### config.mk
export PLATFORM = sky130hd
export DESIGN_NAME = clock_reconfig_sequencer
export DESIGN_NICKNAME = d
export VERILOG_FILES = /design/src/rtl/clock_reconfig_sequencer.sv
export SDC_FILE = /design/constraint.sdc
export NUM_CORES = 1
export LEC_CHECK = 0
export CORE_ASPECT_RATIO = 0.8
export CORE_MARGIN = 8
export CORE_UTILIZATION = 60
export DETAILED_ROUTE_END_ITERATION = 10
export PLACE_DENSITY = 0.8
export SKIP_LAST_GASP = 1
export SLEW_MARGIN = 30
export SYNTH_ARGS = -nofsm -noshare
export SYNTH_HDL_FRONTEND = slang
export SYNTH_SLANG_ARGS = --single-unit
export TNS_END_PERCENT = 100
### constraint.sdc
create_clock -name clock -period 2.9 [get_ports clock]
set_input_delay 0.29 -clock clock [delete_from_list [all_inputs] [get_ports clock]]
set_output_delay 0.29 -clock clock [all_outputs]
set_load 0.005 [all_outputs]
### src/rtl/clock_reconfig_sequencer.sv
// Sequences an ICS644 clock-select change: hold video in reset, apply pins, settle, pulse PLL reset, wait for stable lock.
// Optional macro RECONFIG_RETRY_EN: on lock timeout, retry the PLL reset up to MAX_RETRIES times before flagging lock_error.
module clock_reconfig_sequencer #(
    parameter int SETTLE_CYCLES       = 1024,
    parameter int PLL_RESET_CYCLES    = 16,
    parameter int LOCK_STABLE_CYCLES  = 256,
    parameter int LOCK_TIMEOUT_CYCLES = 65535,
    parameter int MAX_RETRIES         = 3
) (
    input  logic       clock,
    input  logic       reset,
    input  logic       config_changed,
    input  logic [3:0] clock_config_S,
    input  logic       line_doubler,
    input  logic       pll_locked,
    output logic [3:0] ics644_S,
    output logic       line_doubler_out,
    output logic       pll_areset,
    output logic       video_reset,
    output logic       busy,
    output logic       lock_error
);

    typedef enum logic [2:0] {
        ST_IDLE      = 3'd0,
        ST_HOLD      = 3'd1,
        ST_APPLY     = 3'd2,
        ST_SETTLE    = 3'd3,
        ST_PLL_RST   = 3'd4,
        ST_WAIT_LOCK = 3'd5,
        ST_RELEASE   = 3'd6
    } state_t;

    // Terminal counts are "last cycle" values since counters start at zero on state entry.
    localparam logic [15:0] SETTLE_LAST  = 16'(SETTLE_CYCLES - 1);
    localparam logic [15:0] PLL_RST_LAST = 16'(PLL_RESET_CYCLES - 1);
    localparam logic [15:0] STABLE_LAST  = 16'(LOCK_STABLE_CYCLES - 1);
    localparam logic [15:0] TIMEOUT_LAST = 16'(LOCK_TIMEOUT_CYCLES - 1);
    localparam logic [15:0] RETRY_LIMIT  = 16'(MAX_RETRIES);

`ifdef RECONFIG_RETRY_EN
    localparam logic RETRY_EN = 1'b1;
`else
    localparam logic RETRY_EN = 1'b0;
`endif

    function automatic logic [15:0] sat_inc(input logic [15:0] value);
        logic [15:0] result;
        if (value == 16'hFFFF) begin
            result = value;
        end else begin
            result = value + 16'd1;
        end
        return result;
    endfunction

    state_t      state_r;
    state_t      state_next_s;
    logic [15:0] cnt_r;
    logic [15:0] cnt_next_s;
    logic [15:0] stable_r;
    logic [15:0] stable_next_s;
    logic [15:0] retries_r;
    logic [15:0] retries_next_s;
    logic        pending_r;
    logic        pending_next_s;
    logic        lock_error_r;
    logic        lock_error_next_s;
    logic [3:0]  ics644_s_r;
    logic [3:0]  ics644_next_s;
    logic        line_doubler_r;
    logic        line_doubler_next_s;
    logic        pll_areset_r;
    logic        video_reset_r;
    logic        busy_r;
    logic        retry_ok_s;

    assign retry_ok_s = RETRY_EN && (retries_r < RETRY_LIMIT);

    // Next-state, counter, pending and error-flag logic.
    always_comb begin
        state_next_s      = state_r;
        stable_next_s     = 16'd0;
        retries_next_s    = retries_r;
        lock_error_next_s = lock_error_r;
        case (state_r)
            ST_IDLE: begin
                if (config_changed || pending_r) begin
                    state_next_s = ST_HOLD;
                end else begin
                    state_next_s = ST_IDLE;
                end
            end
            ST_HOLD: begin
                retries_next_s = 16'd0;
                state_next_s   = ST_APPLY;
            end
            ST_APPLY: begin
                state_next_s = ST_SETTLE;
            end
            ST_SETTLE: begin
                if (cnt_r >= SETTLE_LAST) begin
                    state_next_s = ST_PLL_RST;
                end else begin
                    state_next_s = ST_SETTLE;
                end
            end
            ST_PLL_RST: begin
                if (cnt_r >= PLL_RST_LAST) begin
                    state_next_s = ST_WAIT_LOCK;
                end else begin
                    state_next_s = ST_PLL_RST;
                end
            end
            ST_WAIT_LOCK: begin
                if (pll_locked) begin
                    stable_next_s = sat_inc(stable_r);
                end else begin
                    stable_next_s = 16'd0;
                end
                // A stable lock completing on the timeout cycle wins.
                if (pll_locked && (stable_r >= STABLE_LAST)) begin
                    lock_error_next_s = 1'b0;
                    state_next_s      = ST_RELEASE;
                end else if (cnt_r >= TIMEOUT_LAST) begin
                    if (retry_ok_s) begin
                        retries_next_s = sat_inc(retries_r);
                        state_next_s   = ST_PLL_RST;
                    end else begin
                        lock_error_next_s = 1'b1;
                        state_next_s      = ST_RELEASE;
                    end
                end else begin
                    state_next_s = ST_WAIT_LOCK;
                end
            end
            ST_RELEASE: begin
                if (pending_r) begin
                    state_next_s = ST_HOLD;
                end else begin
                    state_next_s = ST_IDLE;
                end
            end
            default: begin
                state_next_s = ST_HOLD;
            end
        endcase

        if (state_next_s != state_r) begin
            cnt_next_s = 16'd0;
        end else begin
            cnt_next_s = sat_inc(cnt_r);
        end

        // Pulses outside IDLE collapse into one pending request, consumed on HOLD entry.
        if ((state_next_s == ST_HOLD) && (state_r != ST_HOLD)) begin
            pending_next_s = 1'b0;
        end else if (config_changed && (state_r != ST_IDLE)) begin
            pending_next_s = 1'b1;
        end else begin
            pending_next_s = pending_r;
        end

        if ((state_next_s == ST_APPLY) && (state_r != ST_APPLY)) begin
            ics644_next_s       = clock_config_S;
            line_doubler_next_s = line_doubler;
        end else begin
            ics644_next_s       = ics644_s_r;
            line_doubler_next_s = line_doubler_r;
        end
    end

    // State, counters and registered outputs decoded from the next state.
    always_ff @(posedge clock or posedge reset) begin
        if (reset) begin
            state_r        <= ST_HOLD;
            cnt_r          <= 16'd0;
            stable_r       <= 16'd0;
            retries_r      <= 16'd0;
            pending_r      <= 1'b0;
            lock_error_r   <= 1'b0;
            ics644_s_r     <= 4'd0;
            line_doubler_r <= 1'b1;
            pll_areset_r   <= 1'b1;
            video_reset_r  <= 1'b1;
            busy_r         <= 1'b1;
        end else begin
            state_r        <= state_next_s;
            cnt_r          <= cnt_next_s;
            stable_r       <= stable_next_s;
            retries_r      <= retries_next_s;
            pending_r      <= pending_next_s;
            lock_error_r   <= lock_error_next_s;
            ics644_s_r     <= ics644_next_s;
            line_doubler_r <= line_doubler_next_s;
            pll_areset_r   <= (state_next_s == ST_PLL_RST);
            video_reset_r  <= (state_next_s != ST_IDLE) && (state_next_s != ST_RELEASE);
            busy_r         <= (state_next_s != ST_IDLE);
        end
    end

    assign ics644_S         = ics644_s_r;
    assign line_doubler_out = line_doubler_r;
    assign pll_areset       = pll_areset_r;
    assign video_reset      = video_reset_r;
    assign busy             = busy_r;
    assign lock_error       = lock_error_r;

endmodule

==> results of run 1 <==
-- flip-flops by register name, summed over array words and instances, names as in the netlist --
name              count
busy                  1
cnt_r                16
ics644_S              4
line_doubler_out      1
lock_error            1
pending_r             1
pll_areset            1
stable_r             16
state_r               3
video_reset           1
-- per-layer routing --
metal  track usage  vias up
li1              -      957
met4        0.0404        0
met1         0.235      944
met5             0        -
met2         0.255       33
met3        0.0502        4
-- kinds of logic after synthesis --
group                    after synthesis  synth area share
AO/OA/AOI/OAI                         46             0.142
XOR/XNOR                              19            0.0646
adder cells (fa/ha/maj)                3            0.0146
buffers and inverters                 17            0.0320
flip-flops                            45             0.439
multiplexers                           5            0.0218
AND/OR/NAND/NOR                      119             0.285
-- tightest hold or removal path, stage by stage --
cell and delay [ns]:
clkdlybuf4s50_1 0.41, clkinv_1 0.05, buf_4 0.46
-- synth_stat cells (3+ instances only) --
| cell | n | area [um2] |
|---|---|---|
| nor2_1 | 26 | 97.6 |
| nand3_1 | 13 | 65.1 |
| nor4_1 | 3 | 18.8 |
| nor4_2 | 3 | 37.5 |
| ha_1 | 3 | 37.5 |
| nand4_1 | 10 | 62.6 |
| dfrtp_1 | 40 | 1000 |
| xor2_1 | 7 | 61.3 |
| nor2_4 | 3 | 33.8 |
| and4_1 | 3 | 26.3 |
| o211ai_1 | 4 | 30.0 |
| clkbuf_1 | 4 | 15.0 |
| buf_2 | 3 | 15.0 |
| inv_1 | 8 | 30.0 |
| mux2_2 | 5 | 56.3 |
| dfstp_2 | 5 | 131 |
| nor3_1 | 7 | 35.0 |
| a211oi_1 | 5 | 37.5 |
| nand2b_1 | 3 | 18.8 |
| xnor2_1 | 12 | 105 |
| nand2_1 | 19 | 71.3 |
| and3_1 | 3 | 18.8 |
| nor2_2 | 7 | 43.8 |
| or3_1 | 4 | 25.0 |
| o21ai_0 | 11 | 55.1 |
| and2_1 | 3 | 18.8 |
| a21oi_1 | 6 | 30.0 |
-- path summary, 6_finish.rpt --
check                                   startpoint                      end
hold reg to reg            ics644_S[1]$_DFFE_PP0P_  ics644_S[1]$_DFFE_PP0P_
hold / removal                               reset  ics644_S[1]$_DFFE_PP0P_
setup / recovery              cnt_r[1]$_DFFE_PP0P_     cnt_r[6]$_DFFE_PP0P_
setup reg to reg              cnt_r[1]$_DFFE_PP0P_     cnt_r[6]$_DFFE_PP0P_
min in group clock         ics644_S[1]$_DFFE_PP0P_  ics644_S[1]$_DFFE_PP0P_
max in group asynchronous                    reset     state_r[0]$_DFF_PP1_
-- power by group --
| part | switching (mW) | internal (mW) |
|---|---|---|
| clock network | 0.201 | 0.195 |
| logic | 0.0144 | 0.0105 |
| registers | 0.0000000000000000143 | 0.627 |
-- stage by stage --
stage | instances | utilization | power (mW) | hold slack, ns | instance area, um2
2_1_floorplan | 254 | - | 0.649 | 0.442 | 2580
3_3_place_gp | 320 | 0.668 | 0.665 | 0.489 | 2770
3_5_place_dp | 320 | 0.668 | 0.665 | 0.496 | 2770
4_1_cts | 328 | 0.690 | 1.06 | 0.473 | 2860
5_1_grt | 328 | 0.690 | 1.09 | 0.527 | 2860
6_report | 328 | 0.690 | 1.05 | 0.449 | 2860
-- cell type report --
| type | instances | area [um2] |
|---|---|---|
| clock buffer | 8 | 90.1 |
| fill | 362 | 1290 |
| inverter | 8 | 30.0 |
| multi-input combinational | 192 | 1360 |
| sequential | 45 | 1130 |
| tap | 57 | 71.3 |
| timing repair buffer | 18 | 178 |
==> metrics, run 1 <==
endpoints failing setup 0; DR iter-0 viols 85; Core Rows 21; Slew headroom 0.533; quantity of hold-fixing buffers added after cts 0; vias in the first global route 1930; r2r worst-path depth 6; Leak 1.18 nW; Critical Path Start Type register; Arr. time, crit path 2.45 ns; first-pass GRT wire length 8.83 mm; antenna violation net count after detailed routing 0; largest net degree at the start of global routing 46; clock-pin slew on the worst setup and hold paths 0.08 ns; Unique masters post-synth 56; CTS Buffer Depth 2; drt drc 0; CP max stage delay around 0.60 ns; Starting Density 0.621; gr usage total 0.170; commonest non-fill, non-tap cell in the layout dfrtp_1; IO Port Bufs 17; pwr dens around 370 mW/mm2; DP Worst Slack 0.631 ns; Nets ~280; clock root buffer clkbuf_8; n_diodes 0; Cell Chain, Critical Path ha_1 -> nand3_1 -> nor3_2 -> o311ai_2 -> o211ai_4 -> nor3_1; initial antenna violation count 0; Routed met1 length ~2.5 mm; Max Cap Violations 0; Fin Setup TNS 0 ns; Net Count, Synth about 270; status complete, no violations; post-synthesis cell count 254; First-pass DRT Iterations 4; Setup Crit Path Kind reg -> reg; clk_lat worst skew 0.29 ns; H-tree depth 2; Top Layer Used met4; Routed WL per cell 15.0 um; routability congestion estimate between 0.8 and 0.9; Peak VDD IR 0.300 mV; DP HPWL 3.51 mm; die footprint 0.00666 mm2; Max Slew Vio Count 0; delay-heaviest family, CP compound AO/OA/AOI/OAI gates; IO Pins 18; Critical Path Stages 6; Final Critical Period 2.30 ns; vias ~1900; Syn-to-layout area delta 11.1%; Final Hold Viols 0; post-synthesis sequential area ratio 0.439; Post CTS Setup Buffer Count 0; CTS tree built; Crit-path slowest cell o211ai_4; flop2flop setup slack 0.60 ns; Post-synth EDFFs 0; DR vias/cell 5.91; core area around 0.0042 mm2; Worst Slack Setup Final roughly 0.6 ns; TritonCTS buffer count 5; FFs w/ async S/R, synth 1.00; Fmax 435 MHz; post_cts resized 0; ratio of cells with drive above 1 in the final layout 0.162; met2 routed WL 2.16 mm; drt total wl 4.94 mm; Synth Cell Area 0.00258 mm2; CTS sink count between 40 and 50; Remaining Overflow, GRT 0; fraction of the cycle the final worst path needs 0.793; Synth Register Bits 45; WP data required slightly above 3 ns; Die Wd 89.3 um; Bufs and invs on worst path 0; chip height 74.6 um; Synthesis Warnings 0; Synth Area per Inst between 10 and 15 um2; Hold Path Class in -> async; Critical Path End Type register; clock skew ~0.0068 ns; most frequent cells in the layout 40 x dfrtp_1, 26 x nor2_1, 19 x nand2_1; ys flop type dfrtp_1; RSZ-0062 raised after global routing no; Least-Margin Pin Slew between 0.6 and 0.7 ns; CP max FO 16; routed wl met3 262 um
Note: power is estimated with default switching activity, not from simulation.
==> inputs of run 2 (changes only) <==
--- a/config.mk
+++ b/config.mk
@@ -7,9 +7,9 @@
 export LEC_CHECK = 0
 export CORE_ASPECT_RATIO = 0.8
 export CORE_MARGIN = 8
-export CORE_UTILIZATION = 60
+export CORE_UTILIZATION = 53
 export DETAILED_ROUTE_END_ITERATION = 10
-export PLACE_DENSITY = 0.8
+export PLACE_DENSITY = 0.75
 export SKIP_LAST_GASP = 1
 export SLEW_MARGIN = 30
 export SYNTH_ARGS = -nofsm -noshare
==> constraint.sdc (replaced) <==
create_clock -name clock -period 2.1 [get_ports clock]
set_input_delay 0.21 -clock clock [delete_from_list [all_inputs] [get_ports clock]]
set_output_delay 0.21 -clock clock [all_outputs]
set_load 0.005 [all_outputs]
==> run 2 against run 1 <==
Via count grew 1.7%; maximum frequency increased by 16%; highest routed layer unchanged; cell count increased by 3.4%; combinational power rose by 52%; routed wire length rose by 4.2%; largest cell class unchanged.
==> metrics, run 2 (same netlist as run 1, synthesis figures left out) <==
Least-Margin Pin Slew 0.614 ns; routability congestion estimate 0.837; Flop pwr share 0.606; DP HPWL around 3.8 mm; power share of the clock group 0.367; IO Pins 18; Final Critical Period 1.98 ns; Die Wd 94.0 um; DR vias/cell 5.81; clock-pin slew on the worst setup and hold paths 0.09 ns; Net Sw Frac 0.221; clk_lat worst skew just under 0.3 ns; Reg-to-Reg Start cnt_r[0]$_DFFE_PP0P_; Peak VDD IR about 0.40 mV; Slew headroom 0.580; initial antenna violation count 0; Routed WL per cell 15.2 um; H-tree depth 2; Final Hold Viols 0; Crit-path slowest cell dfrtp_1; First-pass DRT Iterations 4; vias in the first global route a little under 2000; flop2flop setup slack 0.12 ns; hold slack 0.230 ns; Max Slew Vio Count 0; Arr. time, crit path 2.18 ns; quantity of hold-fixing buffers added after cts 0; clock skew 0.00732 ns; Starting Density 0.557; Syn-to-layout area delta 15.4%; status complete, no violations; Int Power 1.11 mW; most frequent cells in the layout 40 x dfrtp_1, 26 x nor2_1, 19 x nand2_1; drt total wl 5.15 mm; Final Non-Filler Cells 339; WP data required 2.30 ns; vias 1971; die footprint 0.00736 mm2; endpoints failing setup 0; IO Port Bufs 17; Cell Chain, Critical Path inv_1 -> ha_1 -> o211ai_1 -> nor2_1 -> a221oi_4 -> o211ai_4 -> buf_12 -> a211oi_1; Nets 290; RSZ-0062 raised after global routing no; pwr dens between 400 and 500 mW/mm2; gr usage total 0.147; antenna violation net count after detailed routing 0; Max Cap Violations 0; commonest non-fill, non-tap cell in the layout dfrtp_1; ratio of cells with drive above 1 in the final layout 0.204; post-layout util 0.643; largest net degree at the start of global routing 27; n_diodes 0; first-pass GRT wire length 8.80 mm; CTS Buffer Depth 2; Core Rows 22; DR iter-0 viols 109; TritonCTS buffer count 5; switching power 316 uW; clock root buffer clkbuf_8; Hold Path Class in -> async; fraction of the cycle the final worst path needs 0.941; Critical Path Start Type register; CTS sink count between 40 and 50; r2r endpoint cnt_r[1]$_DFFE_PP0P_; CTS tree built; Setup Crit Path Kind reg -> reg; Remaining Overflow, GRT 0; CP max FO 16; Comb pwr share 0.026; Leak 1.24 nW; core area 0.00462 mm2; drt drc 0; r2r worst-path depth 8; Fin Setup TNS 0 ns; chip height roughly 78 um; Fmax about 500 MHz; CP max stage delay 0.42 ns; Placed Instances 330; Critical Path End Type register
==> run 2: worst max path at each step <==
stage / startpoint / endpoint / slack (ns) / cells past startpoint
finish: cnt_r[0]$_DFFE_PP0P_ / cnt_r[1]$_DFFE_PP0P_ / 0.12 / 8
global placement: cnt_r[1]$_DFFE_PP0P_ / cnt_r[6]$_DFFE_PP0P_ / 0.20 / 7
detailed placement: cnt_r[0]$_DFFE_PP0P_ / cnt_r[2]$_DFFE_PP0P_ / 0.10 / 7
CTS: cnt_r[0]$_DFFE_PP0P_ / cnt_r[2]$_DFFE_PP0P_ / 0.08 / 7
global route: cnt_r[0]$_DFFE_PP0P_ / cnt_r[1]$_DFFE_PP0P_ / 0.002 / 8
floorplan: cnt_r[1]$_DFFE_PP0P_ / cnt_r[11]$_DFFE_PP0P_ / 0.24 / 7
==> run 2: layout make-up <==
type,count,area (um2)
clock buffer,5,68.8
clock inverter,3,17.5
fill,365,1650
inverter,8,30.0
multi-input combinational,192,1390
sequential,45,1130
tap,60,75.1
timing repair buffer,26,263
==> run 2: what timing repair did <==
| action | 4_1_cts | 5_1_grt |
|---|---|---|
| buffers inserted | 0 | 1 |
| gates resized for setup | 0 | 4 |
| endpoints found under the setup margin | 0 | 17 |
==> run 2: layer usage <==
| layer | vias up | part of all wire | track usage |
|---|---|---|---|
| met3 | 5 | 0.060 | 0.0485 |
| met4 | 0 | 0.0070 | 0.0442 |
| met1 | 954 | 0.52 | 0.212 |
| met5 | - | 0 | 0 |
| met2 | 42 | 0.41 | 0.200 |
| li1 | 970 | - | - |
==> run 2: stage by stage <==
step	power (mW)	area, um2	setup WS [ns]
after floorplan	0.896	2580	0.243
after global placement	0.922	2860	0.198
after detailed placement	0.922	2860	0.103
after CTS	1.44	2940	0.0780
after global routing	1.48	2970	0.00222
final	1.43	2970	0.124
==> run 2: worst max-delay path: cells and delay by family (launching register included) <==
family / cells / cell delay (ns)
adder cells (fa/ha/maj): 1 / 0.19
AND/OR/NAND/NOR: 1 / 0.12
flip-flops: 1 / 0.42
AO/OA/AOI/OAI: 4 / 0.89
buffers and inverters: 2 / 0.25
==> run 2: power groups by stage <==
| stage | sequential [mW] | clock, mW | combinational [mW] |
|---|---|---|---|
| floorplan | 0.883 | 0 | 0.0129 |
| global placement | 0.883 | 0 | 0.0386 |
| detailed placement | 0.883 | 0 | 0.0393 |
| CTS | 0.866 | 0.537 | 0.0393 |
| global route | 0.866 | 0.568 | 0.0429 |
| finish | 0.866 | 0.525 | 0.0378 |
